==> config.mk <==
export PLATFORM = sky130hd
export DESIGN_NAME = beat_sequencer
export DESIGN_NICKNAME = d
export VERILOG_FILES = /design/src/rtl/beat_sequencer.sv
export SDC_FILE = /design/constraint.sdc
export NUM_CORES = 1
export LEC_CHECK = 0
export ABC_AREA = 1
export BUFFER_PORTS_ARGS = -buffer_cell sky130_fd_sc_hd__buf_2
export CAP_MARGIN = 20
export CORE_ASPECT_RATIO = 2
export CORE_MARGIN = 4
export CORE_UTILIZATION = 54
export DETAILED_ROUTE_END_ITERATION = 12
export PLACE_DENSITY = 0.8
export SETUP_SLACK_MARGIN = 0.4
export SYNTH_ARGS = -nofsm -noshare
export SYNTH_HDL_FRONTEND = slang
export SYNTH_SLANG_ARGS = --single-unit
==> constraint.sdc <==
create_clock -name clk -period 2.05 [get_ports clk]
set_input_delay 0.41 -clock clk [delete_from_list [all_inputs] [get_ports clk]]
set_output_delay 0.41 -clock clk [all_outputs]
set_load 0.01 [all_outputs]
==> src/rtl/beat_sequencer.sv <==
// Run-control for the four-beat instruction cycle: one-hot T1..T4, run/step/stop/halt, memory stalls, instruction count.
// Latency: start/step show up on t at the sampling edge; mem_wait freezes the beat and all latches for as long as it is high.
module beat_sequencer #(
    parameter int CNT_W = 16
) (
    input  logic             clk,
    input  logic             rst,
    input  logic             start,
    input  logic             step,
    input  logic             stop,
    input  logic             halt_op,
    input  logic             mem_wait,
    output logic [3:0]       t,
    output logic             running,
    output logic             halted,
    output logic [CNT_W-1:0] icount,
    output logic             cycle_done
);

    typedef enum logic [1:0] {
        S_IDLE = 2'd0,
        S_RUN  = 2'd1,
        S_STEP = 2'd2,
        S_HALT = 2'd3
    } state_t;

    localparam logic [3:0] T1 = 4'b0001;
    localparam logic [3:0] T2 = 4'b0010;
    localparam logic [3:0] T4 = 4'b1000;

    state_t             state_q, state_d;
    logic [3:0]         t_q, t_d;
    logic               stop_pend_q, stop_pend_d;
    logic               halt_pend_q, halt_pend_d;
    logic [CNT_W-1:0]   icount_q, icount_d;
    logic               cycle_done_q, cycle_done_d;
    logic               running_q, running_d;
    logic               halted_q, halted_d;

    always_ff @(posedge clk or negedge rst) begin
        if (!rst) begin
            state_q      <= S_IDLE;
            t_q          <= '0;
            stop_pend_q  <= 1'b0;
            halt_pend_q  <= 1'b0;
            icount_q     <= '0;
            cycle_done_q <= 1'b0;
            running_q    <= 1'b0;
            halted_q     <= 1'b0;
        end else begin
            state_q      <= state_d;
            t_q          <= t_d;
            stop_pend_q  <= stop_pend_d;
            halt_pend_q  <= halt_pend_d;
            icount_q     <= icount_d;
            cycle_done_q <= cycle_done_d;
            running_q    <= running_d;
            halted_q     <= halted_d;
        end
    end

    always_comb begin
        state_d      = state_q;
        t_d          = t_q;
        stop_pend_d  = stop_pend_q;
        halt_pend_d  = halt_pend_q;
        icount_d     = icount_q;
        cycle_done_d = 1'b0;
        unique case (state_q)
            S_IDLE: begin
                if (start) begin
                    state_d = S_RUN;
                    t_d     = T1;
                end else if (step) begin
                    state_d = S_STEP;
                    t_d     = T1;
                end
            end
            S_RUN, S_STEP: begin
                if (!mem_wait) begin
                    if (state_q == S_RUN && stop)
                        stop_pend_d = 1'b1;
                    if (t_q == T2 && halt_op)
                        halt_pend_d = 1'b1;
                    if (t_q == T4) begin
                        // Instruction boundary: halt beats single-step beats stop.
                        icount_d     = icount_q + CNT_W'(1);
                        cycle_done_d = 1'b1;
                        stop_pend_d  = 1'b0;
                        halt_pend_d  = 1'b0;
                        if (halt_pend_q) begin
                            state_d = S_HALT;
                            t_d     = '0;
                        end else if (state_q == S_STEP || stop_pend_q || stop) begin
                            state_d = S_IDLE;
                            t_d     = '0;
                        end else begin
                            t_d = T1;
                        end
                    end else begin
                        t_d = {t_q[2:0], 1'b0};
                    end
                end
            end
            S_HALT: begin
                if (start) begin
                    state_d = S_RUN;
                    t_d     = T1;
                end
            end
            default: begin
                state_d = S_IDLE;
                t_d     = '0;
            end
        endcase
    end

    always_comb begin
        running_d = (state_d == S_RUN) || (state_d == S_STEP);
        halted_d  = (state_d == S_HALT);
    end

    assign t          = t_q;
    assign running    = running_q;
    assign halted     = halted_q;
    assign icount     = icount_q;
    assign cycle_done = cycle_done_q;

endmodule

==> impl_metrics.yaml, run 1 <==
critical_path:
  slowest_delay_ns: 0.37
  critPathLaunchType: "flip-flop"
  crit_fanout: 8
  critical_path_class: "flip-flop to flip-flop"
  crit_path_end_kind: "flip-flop"
  cp_slowest_cell: "dfrtp_1"
  critPathLaunch: "state_q[0]"
  r2r-start: "state_q[0]"
  crit_chain: "inv_2, buf_4, ha_4, nand3_4, nor2_4, nand2_4, o21ai_2, nand2_1"
  critPathRequiredTime_ns: 2.21
  cp.arrival_ns: 1.76
synth:
  yosysSeqAreaShare_pct: 46.19
  ys_types: 24
  syn_area_um2: 1463
  syn_nets: 189
  synth_area_per_cell_um2: 8.406
  yosysWarnings: 0
  syn_inst: 174
  ys_seq_elements: 27
placed_design:
  dp.cells: 230
  place_congestion: 0.8635
  io_buffers: 29
  dpl_cell_area_um2: 1638
  dp_hpwl_mm: 2.423
sta:
  timing.setup.tns_ns: 0
  slew_headroom_pct: 60.55
  finalSetupViolCount: 0
  final_max_slew_viol_count: 0
  whs_ns: 0.1256
  fin_crit_ns: 1.599
  rsz0062_at_grt: "yes"
  timing.fmax_mhz: 625.4
  fin_crit_sh_pct: 78.00
  worst_pin_slew_ns: 0.5917
  hold_viol: 0
  fin_worst_skew_ns: 0.009279
pwr:
  p_clk_share_pct: 16.8
  switchingPower_mw: 0.7033
  peakVddDrop_uv: 691.4
  p_seq_share_pct: 40.5
  p_sw_share_pct: 38.46
  finalPower_mw: 1.829
  p_int_mw: 1.125
  leakagePower_nw: 0.9814
  comb_power_share_pct: 42.7
  powerDensity_nw_per_um2: 993.6
finish:
  finalInstanceArea_um2: 1841
  final_cell_count_no_fill: 244
  regArea_um2: 676.9
  nFillCells: 193
  diodes: 0
  multi_input_area_um2: 760.7
  drive_above_1_share_pct: 32.87
  syn_to_final_growth_pct: 25.83
  nets: 232
die:
  die_area_um2: 3656
  initial_core_util_pct: 56.91
  die_w_um: 44.80
  coreArea_um2: 2570
  rows: 26
  pin_count: 30
  chipHeight_um: 81.60
run:
  cap_violations: 0
clock_network:
  clk_pin_slew_ns: 0.10
  root_buffer: "clkbuf_8"
  h-tree-depth: 1
  clock_latency_ns: 0.28
  cts_buffers: 3
  clock-sinks: 27
  cts_tree: "yes"
  hold_buffers: 0
  clockBufferDepth: 2
routing:
  wirelength_mm: 3.333
  drt-pass1-iter-count: 4
  via_per_inst: 5.541
  drc: 0
  wl_per_cell_um: 13.66
  antenna_left: 0
  vias: 1352
  detail_route.iter0.violations: 29
run_status:
  status: "finished, final reports clean"
global_routing:
  grt_pass1_wl_mm: 5.161
  grt_usage_pct: 18.69
  first_global_vias: 1271
  overflow: 0
  grt_max_degree: 28
  antenna_found_initial: 0
worst_hold_path:
  min_path_type: "input pin to async pin"
metrics by stage:
stage | setup WS (ns) | util [%]
5_1_grt | 0.3703 | 71.62
4_1_cts | 0.4019 | 66.36
3_5_place_dp | 0.2099 | 63.73
3_3_place_gp | 0.2626 | 63.73
6_report | 0.4509 | 71.62
2_1_floorplan | 0.4711 | -
logic make-up (layout without fill, tap and decap cells):
kind of cell | after synthesis | after routing | share of synthesized area (%)
AOI/OAI and AO/OA | 15 | 15 | 5.902
xor gates and xnor gates | 11 | 11 | 6.587
adders and majority gates | 8 | 8 | 6.844
buffers and inverters | 28 | 70 | 7.271
DFF | 27 | 27 | 46.19
and+or+nand+nor | 85 | 85 | 27.20
power by group through the flow:
stage               registers (mW)  logic, mW  clock network, mW
floorplan                    0.771      0.371                  0
global placement             0.745      0.567                  0
detailed placement           0.750      0.586                  0
CTS                          0.730      0.647              0.306
global route                 0.747      0.861              0.328
finish                       0.740      0.781              0.308
worst max-delay path: cells and delay by family (launching register included):
kind / cells / cell delay, ns
buf+inv: 2 / 0.20
compound gates: 1 / 0.11
flops: 1 / 0.37
fa+ha+maj: 1 / 0.29
simple gates: 4 / 0.51
cell usage in the layout, fill, tap and decap left out, drive strengths merged:
cell    instances
a21oi           3
nand3          12
a31oi           1
inv            27
dfrtp          27
o22ai           2
xor2            7
nand2          46
clkinv          1
buf            39
clkbuf          3
o211ai          2
nor3            5
xnor2           4
ha              8
nor2           18
nand4           4
a211oi          1
o21ai           6
cells in the mapped netlist, drive strengths merged:
| master | n | area share, % |
|---|---|---|
| nand4 | 4 | 1.7 |
| ha | 8 | 6.8 |
| o22ai | 2 | 0.86 |
| a31oi | 1 | 0.43 |
| nor2 | 18 | 6.0 |
| xor2 | 7 | 4.2 |
| nand3 | 12 | 5.0 |
| o211ai | 2 | 1.0 |
| inv | 27 | 6.9 |
| o21ai | 6 | 2.1 |
| buf | 1 | 0.34 |
| dfrtp | 27 | 46 |
| nand2 | 46 | 12 |
| a21oi | 3 | 1.0 |
| a211oi | 1 | 0.51 |
| nor3 | 5 | 2.1 |
| xnor2 | 4 | 2.4 |
repair_timing:
action,CTS,global route
resized for setup,3,20
setup buffers,1,9
hold endpoints to repair,0,0
gates cloned,0,0
setup endpoints to repair,19,13
pin swaps,0,10
final cells by class:
type	instances	share of cell area, %
tap	28	1.903
sequential	27	36.78
inverter	27	5.506
multi-input combinational	119	41.33
clock inverter	1	0.2719
clock buffer	3	2.243
timing repair buffer	39	11.96
worst paths after layout:
path / endpoint / slack (ns) / depth (start not counted)
worst max-delay path: icount[9] / 0.45 / 8
worst min-delay path: icount[1] / 0.13 / 1
worst max register to register: icount[9] / 0.45 / 8
worst min register to register: icount[8] / 0.53 / 1
max in group asynchronous: state_q[1] / 1.51 / 1
min in group clk: halt_pend_q / 0.41 / 3
registers in the layout, summed over array words and instances (netlist names):
register	count
icount	16
t	4
state_q	2
cycle_done	1
halt_pend_q	1
halted	1
running	1
stop_pend_q	1
metal layers:
layer | global-route usage, % | part of all wire (%)
met4 | 8.504 | 3.2
met2 | 36.89 | 57
met3 | 2.412 | 5.3
met1 | 17.84 | 34
met5 | 0 | 0
Power figures use the tool's default switching activity.
==> inputs of run 2 (changes only) <==
Clock period 2.05 ns to 1.5 ns, I/O delays scaled along.
==> run 2 against run 1 <==
The run now ends with negative hold slack, negative setup slack left. Critical path depth rose by 4. Wire length rose by 95%. Register-to-register slack got worse by 0.68 ns. Total power rose by 83%. Worst hold slack got worse by 0.13 ns. Fmax fell by 7.6%.
==> impl_metrics.yaml, run 2 (synthesis results as in run 1) <==
worst_hold_path:
  min_path_type: "input pin to async pin"
critical_path:
  slowest_delay_ns: 0.44
  critPathMostFrequentCell: "nand2_1"
  crit_chain: "inv_2, ha_4, nor2_4, nand2_2, nand3_2, nand2_1, nand2_1, nand2_1, nand2_1, nand2_1, nand2_2, ha_4"
  critPathLaunchType: "flip-flop"
  cp.arrival_ns: 1.99
  cp_top_family: "simple AND/OR/NAND/NOR gates"
  critical_path_class: "flip-flop to flip-flop"
  critPathRequiredTime_ns: 1.76
  crit_path_end_kind: "flip-flop"
  crit_fanout: 3
  cp_num_buf_inv: 1
  cp_slowest_cell: "dfrtp_1"
sta:
  timing.fmax_mhz: 578.0
  whs_ns: -0.003202
  fin_crit_ns: 1.730
  hold_viol: 3
  timing.setup.tns_ns: -1.730
  worst_pin_slew_ns: 0.6349
  fin_ws_ns: -0.2301
  slew_headroom_pct: 57.68
  rsz0062_at_grt: "yes"
  finalSetupViolCount: 22
  fin_crit_sh_pct: 115.3
  fin_worst_skew_ns: 0.01607
  final_max_slew_viol_count: 0
clock_network:
  clock_latency_ns: 0.31
  clockBufferDepth: 2
  clock-sinks: 27
  hold_buffers: 0
  root_buffer: "clkbuf_8"
  clk_pin_slew_ns: 0.11
  cts_tree: "yes"
  h-tree-depth: 1
  cts_buffers: 3
placed_design:
  place_congestion: 0.8847
  dpl_cell_area_um2: 1787
  dp_hpwl_mm: 2.673
  io_buffers: 29
die:
  chipHeight_um: 81.60
  initial_core_util_pct: 56.91
  die_w_um: 44.80
  die_area_um2: 3656
  pin_count: 30
  coreArea_um2: 2570
  rows: 26
run_status:
  status: "complete, but fails checks"
  violations: "negative hold slack, negative setup slack"
finish:
  nets: 266
  finalInstanceArea_um2: 2359
  largest_reg_flops: 16
  drive_above_1_share_pct: 54.40
  final_cell_mix: "nand2_1 (32), buf_4 (32), buf_2 (21)"
  syn_to_final_growth_pct: 61.25
  diodes: 0
pwr:
  peakVddDrop_uv: 1894
  leakagePower_nw: 1.197
  powerDensity_nw_per_um2: 1417
routing:
  drc: 0
  wl_per_cell_um: 23.32
  drt-pass1-iter-count: 4
  wirelength_mm: 6.483
  via_per_inst: 6.086
  antenna_left: 0
  detail_route.iter0.violations: 124
  vias: 1692
global_routing:
  antenna_found_initial: 0
  grt_max_degree: 28
  grt_usage_pct: 26.83
  grt_pass1_wl_mm: 7.051
  overflow: 0
  first_global_vias: 1538
run:
  cap_violations: 0
[run 2: worst paths after layout]
kind / start / end / slack (ns) / depth (start not counted)
setup / recovery: state_q[0] / running / -0.23 / 12
hold / removal: rst / icount[5] / -0.003 / 1
setup reg to reg: state_q[0] / running / -0.23 / 12
hold reg to reg: icount[15] / icount[15] / 0.57 / 2
max in group asynchronous: rst / icount[8] / 1.03 / 1
min in group clk: start / state_q[0] / 0.29 / 3
[run 2: stage by stage]
stage	setup slack [ns]	instances	power [mW]	util (%)
after detailed placement	-0.07619	243	2.031	69.52
after CTS	-0.01940	267	2.818	84.27
after floorplan	-0.002742	174	1.647	-
final	-0.2301	278	3.343	91.77
after global placement	-0.002214	243	1.989	69.52
after global routing	-0.3512	278	3.450	91.77
[run 2: where the power goes]
| part | internal (mW) | switching (mW) |
|---|---|---|
| clock network | 0.191 | 0.285 |
| logic | 0.832 | 0.974 |
| registers | 0.883 | 0.179 |
| total | 1.91 | 1.44 |
[run 2: metal layers]
metal / track usage [%] / routed length, µm
met1: 25.04 / 2167
met3: 4.605 / 413
met5: 0 / 0
met4: 14.08 / 445
met2: 51.87 / 3457
[run 2: cell type report]
cell class	count	area, µm²
timing repair buffer	73	570.5
fill	107	211.5
clock inverter	1	7.507
multi-input combinational	119	913.4
inverter	27	106.4
tap	28	35.03
sequential	27	684.4
clock buffer	3	41.29
[run 2: timing repair]
action | CTS | global route
endpoints found under the setup margin | 46 | 50
pin swaps | 13 | 9
gates resized for setup | 46 | 26
setup buffers | 20 | 11
hold endpoints to repair | 0 | 0
==> inputs of run 3 (changes only) <==
Settings changed: MAX_ROUTING_LAYER set to met4.
==> run 3 against run 2 <==
The flow still finishes with violations (negative hold slack, negative setup slack). Count of clock-buffer cells in the layout is the same. Via count grew 0.35%. Sequential share of layout area up 0.28 points. First-iteration DRC count increased by 15%. Final cell count down 0.36%. Total power decreased by 2.0%. Non-clock buffer count decreased by 1. Clock skew rose by 0.0026 ns. Register-to-register slack improved by 0.04 ns. Clock power shrank 2%. Wire length shrank 6.0%.
==> impl_metrics.yaml, run 3 (synthesis results as in run 1) <==
run_status:
  status: "complete, but fails checks"
  violations: "negative hold slack, negative setup slack"
die:
  die_area_um2: 3656
  pin_count: 30
  die_w_um: 44.80
  chipHeight_um: 81.60
  rows: 26
  coreArea_um2: 2570
  initial_core_util_pct: 56.91
routing:
  antenna_left: 0
  drt-pass1-iter-count: 6
  via_per_inst: 6.130
  wirelength_mm: 6.096
  drc: 0
  vias: 1698
  wl_per_cell_um: 22.01
  detail_route.iter0.violations: 143
critical_path:
  critPathLaunchType: "flip-flop"
  worst_r2r_endpoint: "running"
  crit_fanout: 3
  reg2reg_depth: 12
  critical_path_class: "flip-flop to flip-flop"
  r2r_setup_slack_ns: -0.19
  crit_path_end_kind: "flip-flop"
  critPathRequiredTime_ns: 1.76
  cp.arrival_ns: 1.95
  r2r-start: "state_q[0]"
sta:
  slew_headroom_pct: 58.48
  fin_ws_ns: -0.1925
  fin_crit_ns: 1.693
  final_max_slew_viol_count: 0
  fin_worst_skew_ns: 0.01868
  worst_pin_slew_ns: 0.6228
  fin_crit_sh_pct: 112.8
  timing.fmax_mhz: 590.8
  rsz0062_at_grt: "yes"
  whs_ns: -0.006422
  hold_viol: 8
  finalSetupViolCount: 20
pwr:
  powerDensity_nw_per_um2: 1403
  leakagePower_nw: 1.191
  peakVddDrop_uv: 1852
placed_design:
  io_buffers: 29
  place_congestion: 0.8995
  dp_slack_ns: -0.07619
  dp.cells: 243
  dp_hpwl_mm: 2.673
global_routing:
  overflow: 0
  grt_usage_pct: 27.79
  first_global_vias: 1530
  antenna_found_initial: 0
  grt_pass1_wl_mm: 7.079
  grt_max_degree: 28
finish:
  drive_above_1_share_pct: 53.82
  nFillCells: 100
  final_cell_mix: "nand2_1 (32), buf_4 (32), buf_2 (21)"
  diodes: 0
  nets: 265
  largest_reg_flops: 16
  syn_to_final_growth_pct: 59.71
  final_cell_count_no_fill: 277
clock_network:
  hold_buffers: 0
  cts_tree: "yes"
  h-tree-depth: 1
  root_buffer: "clkbuf_8"
  clockBufferDepth: 2
  cts_buffers: 3
  clock-sinks: 27
  clock_latency_ns: 0.31
  clk_pin_slew_ns: 0.11
worst_hold_path:
  min_path_type: "input pin to async pin"
run:
  cap_violations: 0
-- run 3: cell count changes in the layout (fill, tap and decap cells not counted), sizes merged --
cell and delta:
buf -1
-- run 3: worst max-delay path, cell delays in order, from the launching register on --
cell     delay [ns]
dfrtp_1        0.43
inv_2          0.14
ha_4           0.16
nor2_4         0.03
nand2_2        0.07
nand3_2        0.07
nand2_1        0.08
nand2_1        0.07
nand2_1        0.08
nand2_1        0.07
nand2_1        0.09
nand2_2        0.09
ha_4           0.27
-- run 3: routing by layer --
metal / track usage (%) / share of wire [%]
met2: 51.59 / 55
met5: - / 0
met1: 25.60 / 32
met3: 5.263 / 5.9
met4: 14.08 / 7.0
-- run 3: area by class of cell --
type / instances / area, µm² / share of cell area, %
Tap cell: 28 / 35.03 / 1.500
Clock inverter: 1 / 7.507 / 0.3214
Clock buffer: 3 / 41.29 / 1.768
Sequential cell: 27 / 684.4 / 29.30
Inverter: 27 / 106.4 / 4.553
Timing Repair Buffer: 72 / 559.3 / 23.94
Multi-Input combinational cell: 119 / 902.1 / 38.62
-- run 3: report_power, final --
group | internal (mW) | switching, mW
Clock | 0.191 | 0.274
Sequential | 0.883 | 0.176
Combinational | 0.826 | 0.928
Total | 1.90 | 1.38
-- run 3: worst max-delay path by stage --
stage | to | slack (ns) | cells after the start | startpoint
2_1_floorplan | icount[15] | -0.003 | 7 | state_q[0]
3_3_place_gp | running | -0.002 | 12 | state_q[0]
3_5_place_dp | running | -0.08 | 12 | state_q[0]
4_1_cts | running | -0.02 | 12 | state_q[0]
5_1_grt | running | -0.25 | 12 | state_q[0]
6_report | running | -0.19 | 12 | state_q[0]
-- run 3: timing repair --
| item | in CTS | in global routing |
|---|---|---|
| setup buffers | 20 | 10 |
| resized for setup | 46 | 22 |
| setup endpoints to repair | 46 | 50 |
| pin swaps | 13 | 9 |
-- run 3: through the flow --
step	util, %	power [mW]	instance area [µm²]	TNS [ns]
2_1_floorplan	-	1.647	1520	-0.005451
3_3_place_gp	69.52	1.989	1787	-0.002214
3_5_place_dp	69.52	2.031	1787	-0.08600
4_1_cts	84.27	2.818	2166	-0.03428
5_1_grt	90.90	3.423	2336	-2.718
6_report	90.90	3.277	2336	-1.460
